$ cat src/rtl/fetch_stage.sv
// Y86-64 fetch stage: splits the 10 instruction bytes into decode fields,
// predicts the next PC, and holds the F (predicted PC) and D pipeline registers.
module fetch_stage (
    input  logic        clk_i,
    input  logic        rst_i,
    input  logic [63:0] f_pc_i,
    output logic [63:0] imem_addr_o,
    input  logic [79:0] imem_instr_i,
    input  logic        imem_error_i,
    input  logic        F_stall_i,
    input  logic        D_stall_i,
    input  logic        D_bubble_i,
    output logic [63:0] F_predPC_o,
    output logic [2:0]  D_stat_o,
    output logic [3:0]  D_icode_o,
    output logic [3:0]  D_ifun_o,
    output logic [3:0]  D_rA_o,
    output logic [3:0]  D_rB_o,
    output logic [63:0] D_valC_o,
    output logic [63:0] D_valP_o
);

    localparam logic [3:0] I_HALT   = 4'h0;
    localparam logic [3:0] I_NOP    = 4'h1;
    localparam logic [3:0] I_RRMOVQ = 4'h2;
    localparam logic [3:0] I_IRMOVQ = 4'h3;
    localparam logic [3:0] I_RMMOVQ = 4'h4;
    localparam logic [3:0] I_MRMOVQ = 4'h5;
    localparam logic [3:0] I_OPQ    = 4'h6;
    localparam logic [3:0] I_JXX    = 4'h7;
    localparam logic [3:0] I_CALL   = 4'h8;
    localparam logic [3:0] I_PUSHQ  = 4'hA;
    localparam logic [3:0] I_POPQ   = 4'hB;
    localparam logic [3:0] R_NONE   = 4'hF;

    localparam logic [2:0] S_AOK = 3'd1;
    localparam logic [2:0] S_HLT = 3'd2;
    localparam logic [2:0] S_ADR = 3'd3;
    localparam logic [2:0] S_INS = 3'd4;

    logic [3:0]  icode, ifun, ra, rb;
    logic        instr_valid, need_regids, need_valc;
    logic [63:0] valc, valp, pred_pc;
    logic [2:0]  stat;

    assign imem_addr_o = f_pc_i;

    always_comb begin
        icode = imem_instr_i[7:4];
        ifun  = imem_instr_i[3:0];
        if (imem_error_i) begin
            icode = I_NOP;
            ifun  = 4'h0;
        end

        instr_valid = (icode <= I_POPQ);

        need_regids = (icode == I_RRMOVQ) || (icode == I_IRMOVQ) ||
                      (icode == I_RMMOVQ) || (icode == I_MRMOVQ) ||
                      (icode == I_OPQ)    || (icode == I_PUSHQ)  ||
                      (icode == I_POPQ);

        need_valc = (icode == I_IRMOVQ) || (icode == I_RMMOVQ) ||
                    (icode == I_MRMOVQ) || (icode == I_JXX)    ||
                    (icode == I_CALL);

        ra = R_NONE;
        rb = R_NONE;
        if (need_regids) begin
            ra = imem_instr_i[15:12];
            rb = imem_instr_i[11:8];
        end

        // The constant starts right after the register byte when there is one
        valc = 64'd0;
        if (need_valc)
            valc = need_regids ? imem_instr_i[79:16] : imem_instr_i[71:8];

        valp = f_pc_i + 64'd1 + {63'd0, need_regids} + {60'd0, need_valc, 3'd0};

        pred_pc = ((icode == I_JXX) || (icode == I_CALL)) ? valc : valp;

        if (imem_error_i)
            stat = S_ADR;
        else if (!instr_valid)
            stat = S_INS;
        else if (icode == I_HALT)
            stat = S_HLT;
        else
            stat = S_AOK;
    end

    always_ff @(posedge clk_i) begin
        if (rst_i)
            F_predPC_o <= 64'd0;
        else if (!F_stall_i)
            F_predPC_o <= pred_pc;
    end

    // Reset and bubble both load a NOP so decode sees a harmless instruction
    always_ff @(posedge clk_i) begin
        if (rst_i || (!D_stall_i && D_bubble_i)) begin
            D_stat_o  <= S_AOK;
            D_icode_o <= I_NOP;
            D_ifun_o  <= 4'h0;
            D_rA_o    <= R_NONE;
            D_rB_o    <= R_NONE;
            D_valC_o  <= 64'd0;
            D_valP_o  <= 64'd0;
        end else if (!D_stall_i) begin
            D_stat_o  <= stat;
            D_icode_o <= icode;
            D_ifun_o  <= ifun;
            D_rA_o    <= ra;
            D_rB_o    <= rb;
            D_valC_o  <= valc;
            D_valP_o  <= valp;
        end
    end

endmodule

$ cat config.mk
export PLATFORM = sky130hd
export DESIGN_NAME = fetch_stage
export DESIGN_NICKNAME = d
export VERILOG_FILES = /design/src/rtl/fetch_stage.sv
export SDC_FILE = /design/constraint.sdc
export NUM_CORES = 1
export LEC_CHECK = 0
export BUFFER_PORTS_ARGS = -buffer_cell sky130_fd_sc_hd__buf_4
export CAP_MARGIN = 10
export CORE_AREA = 2 2 165 167
export DETAILED_ROUTE_END_ITERATION = 10
export DIE_AREA = 0 0 167 169
export PLACE_DENSITY = 0.77
export SLEW_MARGIN = 25
export SYNTH_ARGS = -nofsm -noshare
export SYNTH_HDL_FRONTEND = slang
export SYNTH_SLANG_ARGS = --single-unit
$ cat constraint.sdc
create_clock -name clk_i -period 3.2 [get_ports clk_i]
set_clock_uncertainty 0.1 [all_clocks]
set_input_delay 0.16 -clock clk_i [delete_from_list [all_inputs] [get_ports clk_i]]
set_output_delay 0.16 -clock clk_i [all_outputs]
set_load 0.1 [all_outputs]
# Word-level counts from Yosys, hierarchy flattened
# Index checks and enable logic that the tools add are counted.
[word_totals] word_cells=46 input_bits=150 reg_bits=211
[op_classes] n_lt_le_gt_ge=1 eq_ne=9 muxes=10 n_reduce_logical=15 addsub=3
[ops] operator="64-bit two-way mux" count=3
[ops] operator="64-bit by 1-bit adder with 64-bit output" count=1
[ops] operator="64-bit by 1-bit adder with 64-bit output, second input constant" count=1
[ops] operator="64-bit by 4-bit adder with 64-bit output" count=1
[ops] operator="4-bit by 3-bit == test with 1-bit output, second input constant" count=4
[ops] operator="4-bit two-way mux" count=4
[ops] operator="4-bit == test, second input constant" count=3
[ops] operator="1-bit logical OR" count=12
[ops] operator="4-bit by 2-bit == test with 1-bit output, second input constant" count=2
[ops] operator="3-bit two-way mux" count=2
[ops] operator="4-bit <= comparator, second input constant" count=1
[ops] operator="4-bit logical NOT" count=1
[ops] operator="2-bit two-way mux" count=1
[ops] operator="1-bit logical AND" count=1
[ops] operator="1-bit logical NOT" count=1

# Longest topological paths before layout
[depth] depth_word=11 depth_mapped=17 depth_no_buf=13

# Worst setup path after synthesis
# OpenSTA, ideal clock, no wires.
[synth_timing] kind="in2reg" startpoint="in imem_instr_i[5]" endpoint="reg F_predPC_o[31]" setup_time_ns=0.138 n_path_buf=5 arrival_ns=3.146 cell_stages=16 setup_slack_ns=-0.184 required_time_ns=2.962 cell_sequence="clkbuf_1 > mux2i_1 > or2_2 > a21o_1 > clkbuf_1 > clkbuf_1 > inv_1 > ha_1 > and4b_1 > nor2_1 > or4_1 > buf_2 > buf_6 > nor3_1 > xnor2_1 > o221ai_1"
[synth_via] elab_chain_cells=11 elab_cells_between_ends=26 cone_classes="add/sub: 2; eq/ne: 9; mux: 4; reduce/logical: 11"
[synth_lines] element="start, declared" line="8" text="input logic [79:0] imem_instr_i,"
[synth_lines] element="4-bit two-way mux (*)" line="51" text="if (imem_error_i) begin"
[synth_lines] element="4-bit by 2-bit == test with 1-bit output (on tied branches)" line="58, 63"
[synth_lines] element="1-bit logical OR (2 in series)" line="58" text="need_regids = (icode == I_RRMOVQ) || (icode == I_IRMOVQ) ||"
[synth_lines] element="1-bit logical OR (2 in series)" line="59" text="(icode == I_RMMOVQ) || (icode == I_MRMOVQ) ||"
[synth_lines] element="1-bit logical OR (2 in series)" line="60" text="(icode == I_OPQ) || (icode == I_PUSHQ) ||"
[synth_lines] element="64-bit by 1-bit adder with 64-bit output / 64-bit two-way mux (equally long branches)" line="79, 77"
[synth_lines] element="64-bit by 4-bit adder with 64-bit output / 64-bit two-way mux (equally long branches)" line="79, 76"
[synth_lines] element="64-bit two-way mux (*)" line="81" text="pred_pc = ((icode == I_JXX) || (icode == I_CALL)) ? valc : valp;"
[synth_lines] element="end signal, assigned" line="97" text="F_predPC_o <= pred_pc;"
[synth_lines] element="end, declared" line="13" text="output logic [63:0] F_predPC_o,"
# Mark *: on every way between the ends. The rest lies on a longest branch, timed or not.
# A chain may end at the register's enable or synchronous reset.

# Worst setup path in the final report
[layout_timing] startpoint="in imem_instr_i[6]" endpoint="reg D_valP_o[49]"
[layout_via] elab_chain_cells=10 elab_cells_between_ends=22 cone_classes="add/sub: 2; eq/ne: 9; mux: 1; reduce/logical: 10"
[layout_lines] element="4-bit two-way mux (*)" line="51"
[layout_lines] element="4-bit by 2-bit == test with 1-bit output (on tied branches)" line="58, 63"
[layout_lines] element="1-bit logical OR (2 in series)" line="58"
[layout_lines] element="1-bit logical OR (2 in series)" line="59"
[layout_lines] element="1-bit logical OR (2 in series)" line="60"
[layout_lines] element="64-bit by 1-bit adder with 64-bit output" line="79" text="valp = f_pc_i + 64'd1 + {63'd0, need_regids} + {60'd0, need_valc, 3'd0};"
[layout_lines] element="64-bit by 4-bit adder with 64-bit output (*)" line="79"
[layout_lines] element="end signal, assigned" line="117" text="D_valP_o <= valp;"
[layout_lines] element="end, declared" line="20" text="output logic [63:0] D_valP_o"
# Marked as above.

==> reports/metrics.csv <==
stage,metric,value,unit
synth,syn_area_per_cell,8.21,µm²
routing,drc_errors,0,
sta,final-hold-violation-count,0,
synth,ys_types,52,
clock_network,cts_tree,yes,
clock_network,cts_max_level,1,
hold_path,holdPathEnd,D_valC_o[38]$_SDFFE_PP0N_,
synth,async_flop_share,0,
floorplanning,start_util,0.385,
synth,synth_edf_count,0,
synth,synth_flop_cell,dfxtp_1,
synth,ys_ff_latch,211,
global_route,grt_max_degree,68,
power_and_ir_drop,power,0.00816,W
critical_path,start_kind,input pin,
synth,synthCells,1243,
sta,worstMarginPinSlew,1.00,ns
floorplanning,fp.coreArea,26500,µm²
final_layout,antennaDiodeCount,0,
floorplanning,row_count,60,
final_layout,drive_gt1_frac,0.324,
routing,routed_via_density,5.61,
critical_path,end_kind,flop,
sta,finalSetupViolations,0,
sta,holdWs,0.00398,ns
placed_design,place.gp.congestion,0.932,
critical_path,crit-reg2reg-launch,F_predPC_o[4]$_SDFFE_PP0N_,
synth,ys_seq_area_frac,0.414,
power_and_ir_drop,worst_ir_drop_vdd,0.377,mV
sta,slew_headroom,0.332,
critical_path,path_class,in2reg,
sta,rsz0062_at_grt,true,
routing,via_count,11367,
final_layout,area_growth,48.2,%
final_layout,layout_commonest_cell,buf_4,
status,status,"finished, final reports clean",
synth,synth_fp_nets,1396,
critical_path,r2r_cells,3,
sta,fin_crit_sh,0.958,
floorplanning,ioPinCount,425,
sta,fin_ws,0.134,ns
global_route,grt_pass1_vias,10562,
placed_design,place_worst_setup_slack,0.0994,ns
sta,maxSlewViolCount,0,
sta,tns,0,ns
critical_path,worstReg2RegEnd,F_predPC_o[4]$_SDFFE_PP0N_,
routing,wl_per_cell,21.9,µm
clock_network,cts_setup_buffers,0,
clock_network,cts_buffers,25,
final_layout,fill_cells,2325,
floorplanning,dieArea,28200,µm²
placed_design,hpwlAfterDp,32500,µm
critical_path,arrival,3.43,ns
critical_path,cp_max_fo,14,
final_layout,final_cell_mix,"456 x buf_4, 211 x dfxtp_1, 182 x nand2_1",
synth,syn_area,10200,µm²
clock_network,insertion_delay,0.52,ns
routing,ant_nets,0,
routing,routed_wl,44400,µm
hold_path,min-delay-path-class,in2reg,
critical_path,worstPathRequired,3.56,ns
synth,ys_warn_count,0,
clock_network,clock_path_buffers,3,
global_route,grt_pass1_wl,64200,µm
clock_network,cts_root_buffer,clkbuf_16,
critical_path,reg2reg_slack,1.82,ns
placed_design,port_buffers,424,
global_route,grt_usage,0.293,
run,cap_violations,0,
clock_network,clock-sinks,211,
hold_path,min-delay-start,imem_instr_i[46],
global_route,antenna_found_initial,1,
floorplanning,dieWidth,167,µm
global_route,overflow,0,
final_layout,final_util,0.571,
floorplanning,die_height,169,µm
sta,timing.final.crit_period,3.07,ns
routing,dr.pass1.iters,6,
hold_path,hold_depth,5,
clock_network,clkTransAtPathRegs,0.06,ns
sta,max_freq,326,MHz
final_layout,fin_nets,1822,
power_and_ir_drop,powerDensity,539,nW/µm²
routing,drt_iter0_markers,1211,
power_and_ir_drop,p_leak,6.48,nW
## worst max-delay path: stages
cell           delay [ns]
dlygate4sd3_1        0.53
buf_4                0.17
mux2i_1              0.08
or2_2                0.27
a21o_1               0.19
inv_1                0.13
ha_1                 0.15
and4b_1              0.24
nor2_1               0.07
or4_1                0.50
buf_4                0.22
nor3_1               0.19
xor2_1               0.34
o21ba_2              0.17
## metal layers
metal / wire length, µm / vias to the layer above / track usage
li1: - / 5152 / -
met1: 18400 / 5435 / 0.392
met2: 20000 / 669 / 0.463
met3: 4190 / 109 / 0.0601
met4: 1900 / 2 / 0.118
met5: 11 / - / 0
## cell families (layout without fill, tap and decap cells)
group                      after synthesis  count (layout)  synth area share
and+or+nand+nor                        417             417             0.193
AOI/OAI and AO/OA                      331             331             0.203
DFF                                    211             211             0.414
buffers and inverters                  178             621            0.0924
xor gates and xnor gates                62              62            0.0532
muxes                                   41              41            0.0405
adders and majority gates                3               3           0.00368
## state kept, by name, indices dropped and copies added (netlist names)
signal / count
D_rB_o: 4
D_rA_o: 4
D_ifun_o: 4
D_stat_o: 3
F_predPC_o: 64
D_icode_o: 4
D_valC_o: 64
D_valP_o: 64
## metrics by stage
step / cells / cell area, µm²
2_1_floorplan: 1243 / 10200
3_3_place_gp: 1882 / 13300
3_5_place_dp: 1882 / 13300
4_1_cts: 2027 / 15100
5_1_grt: 2027 / 15100
6_report: 2027 / 15100
## report_power, final
| part | internal, W | switching (W) | total [W] |
|---|---|---|---|
| clock | 0.00170 | 0.00116 | 0.00286 |
| sequential | 0.00275 | 0.0000820 | 0.00283 |
| combinational | 0.000623 | 0.00184 | 0.00246 |
## Yosys cell counts, types with 16 or more instances
master	n	area, µm²
a2bb2oi_1	21	184
o21ai_0	71	355
buf_4	65	488
xnor2_1	46	403
xor2_1	16	140
o221ai_1	19	166
inv_1	18	67.6
nand2_1	182	683
a211oi_1	21	158
nand3_1	32	160
nor3_1	28	140
nor2_1	95	357
mux2i_1	39	390
dfxtp_1	211	4220
clkbuf_1	78	293
a21oi_1	127	636
## cell type report
class                      instances  area (µm²)  share of cell area
timing repair buffer             558        4450               0.295
multi-input combinational        854        5120               0.339
tap                              341         427              0.0282
sequential                       211        4220               0.279
inverter                          19        73.8             0.00488
clock inverter                    12         114             0.00753
clock buffer                      32         702              0.0464
## how the worst max path moves through the flow
stage / start / to / depth (start not counted)
after floorplan: imem_instr_i[5] / F_predPC_o[56]$_SDFFE_PP0N_ / 17
after global placement: imem_instr_i[5] / F_predPC_o[62]$_SDFFE_PP0N_ / 14
after detailed placement: imem_instr_i[5] / F_predPC_o[60]$_SDFFE_PP0N_ / 14
after CTS: imem_instr_i[4] / F_predPC_o[60]$_SDFFE_PP0N_ / 15
after global routing: imem_instr_i[4] / F_predPC_o[60]$_SDFFE_PP0N_ / 15
final: imem_instr_i[6] / D_valP_o[49]$_SDFFE_PP0N_ / 14
## timing repair
item,4_1_cts,5_1_grt
hold buffers,101,0
endpoints found under the setup margin,0,39
resized for setup,0,8
hold endpoints to repair,140,0
Power figures use the tool's default switching activity.
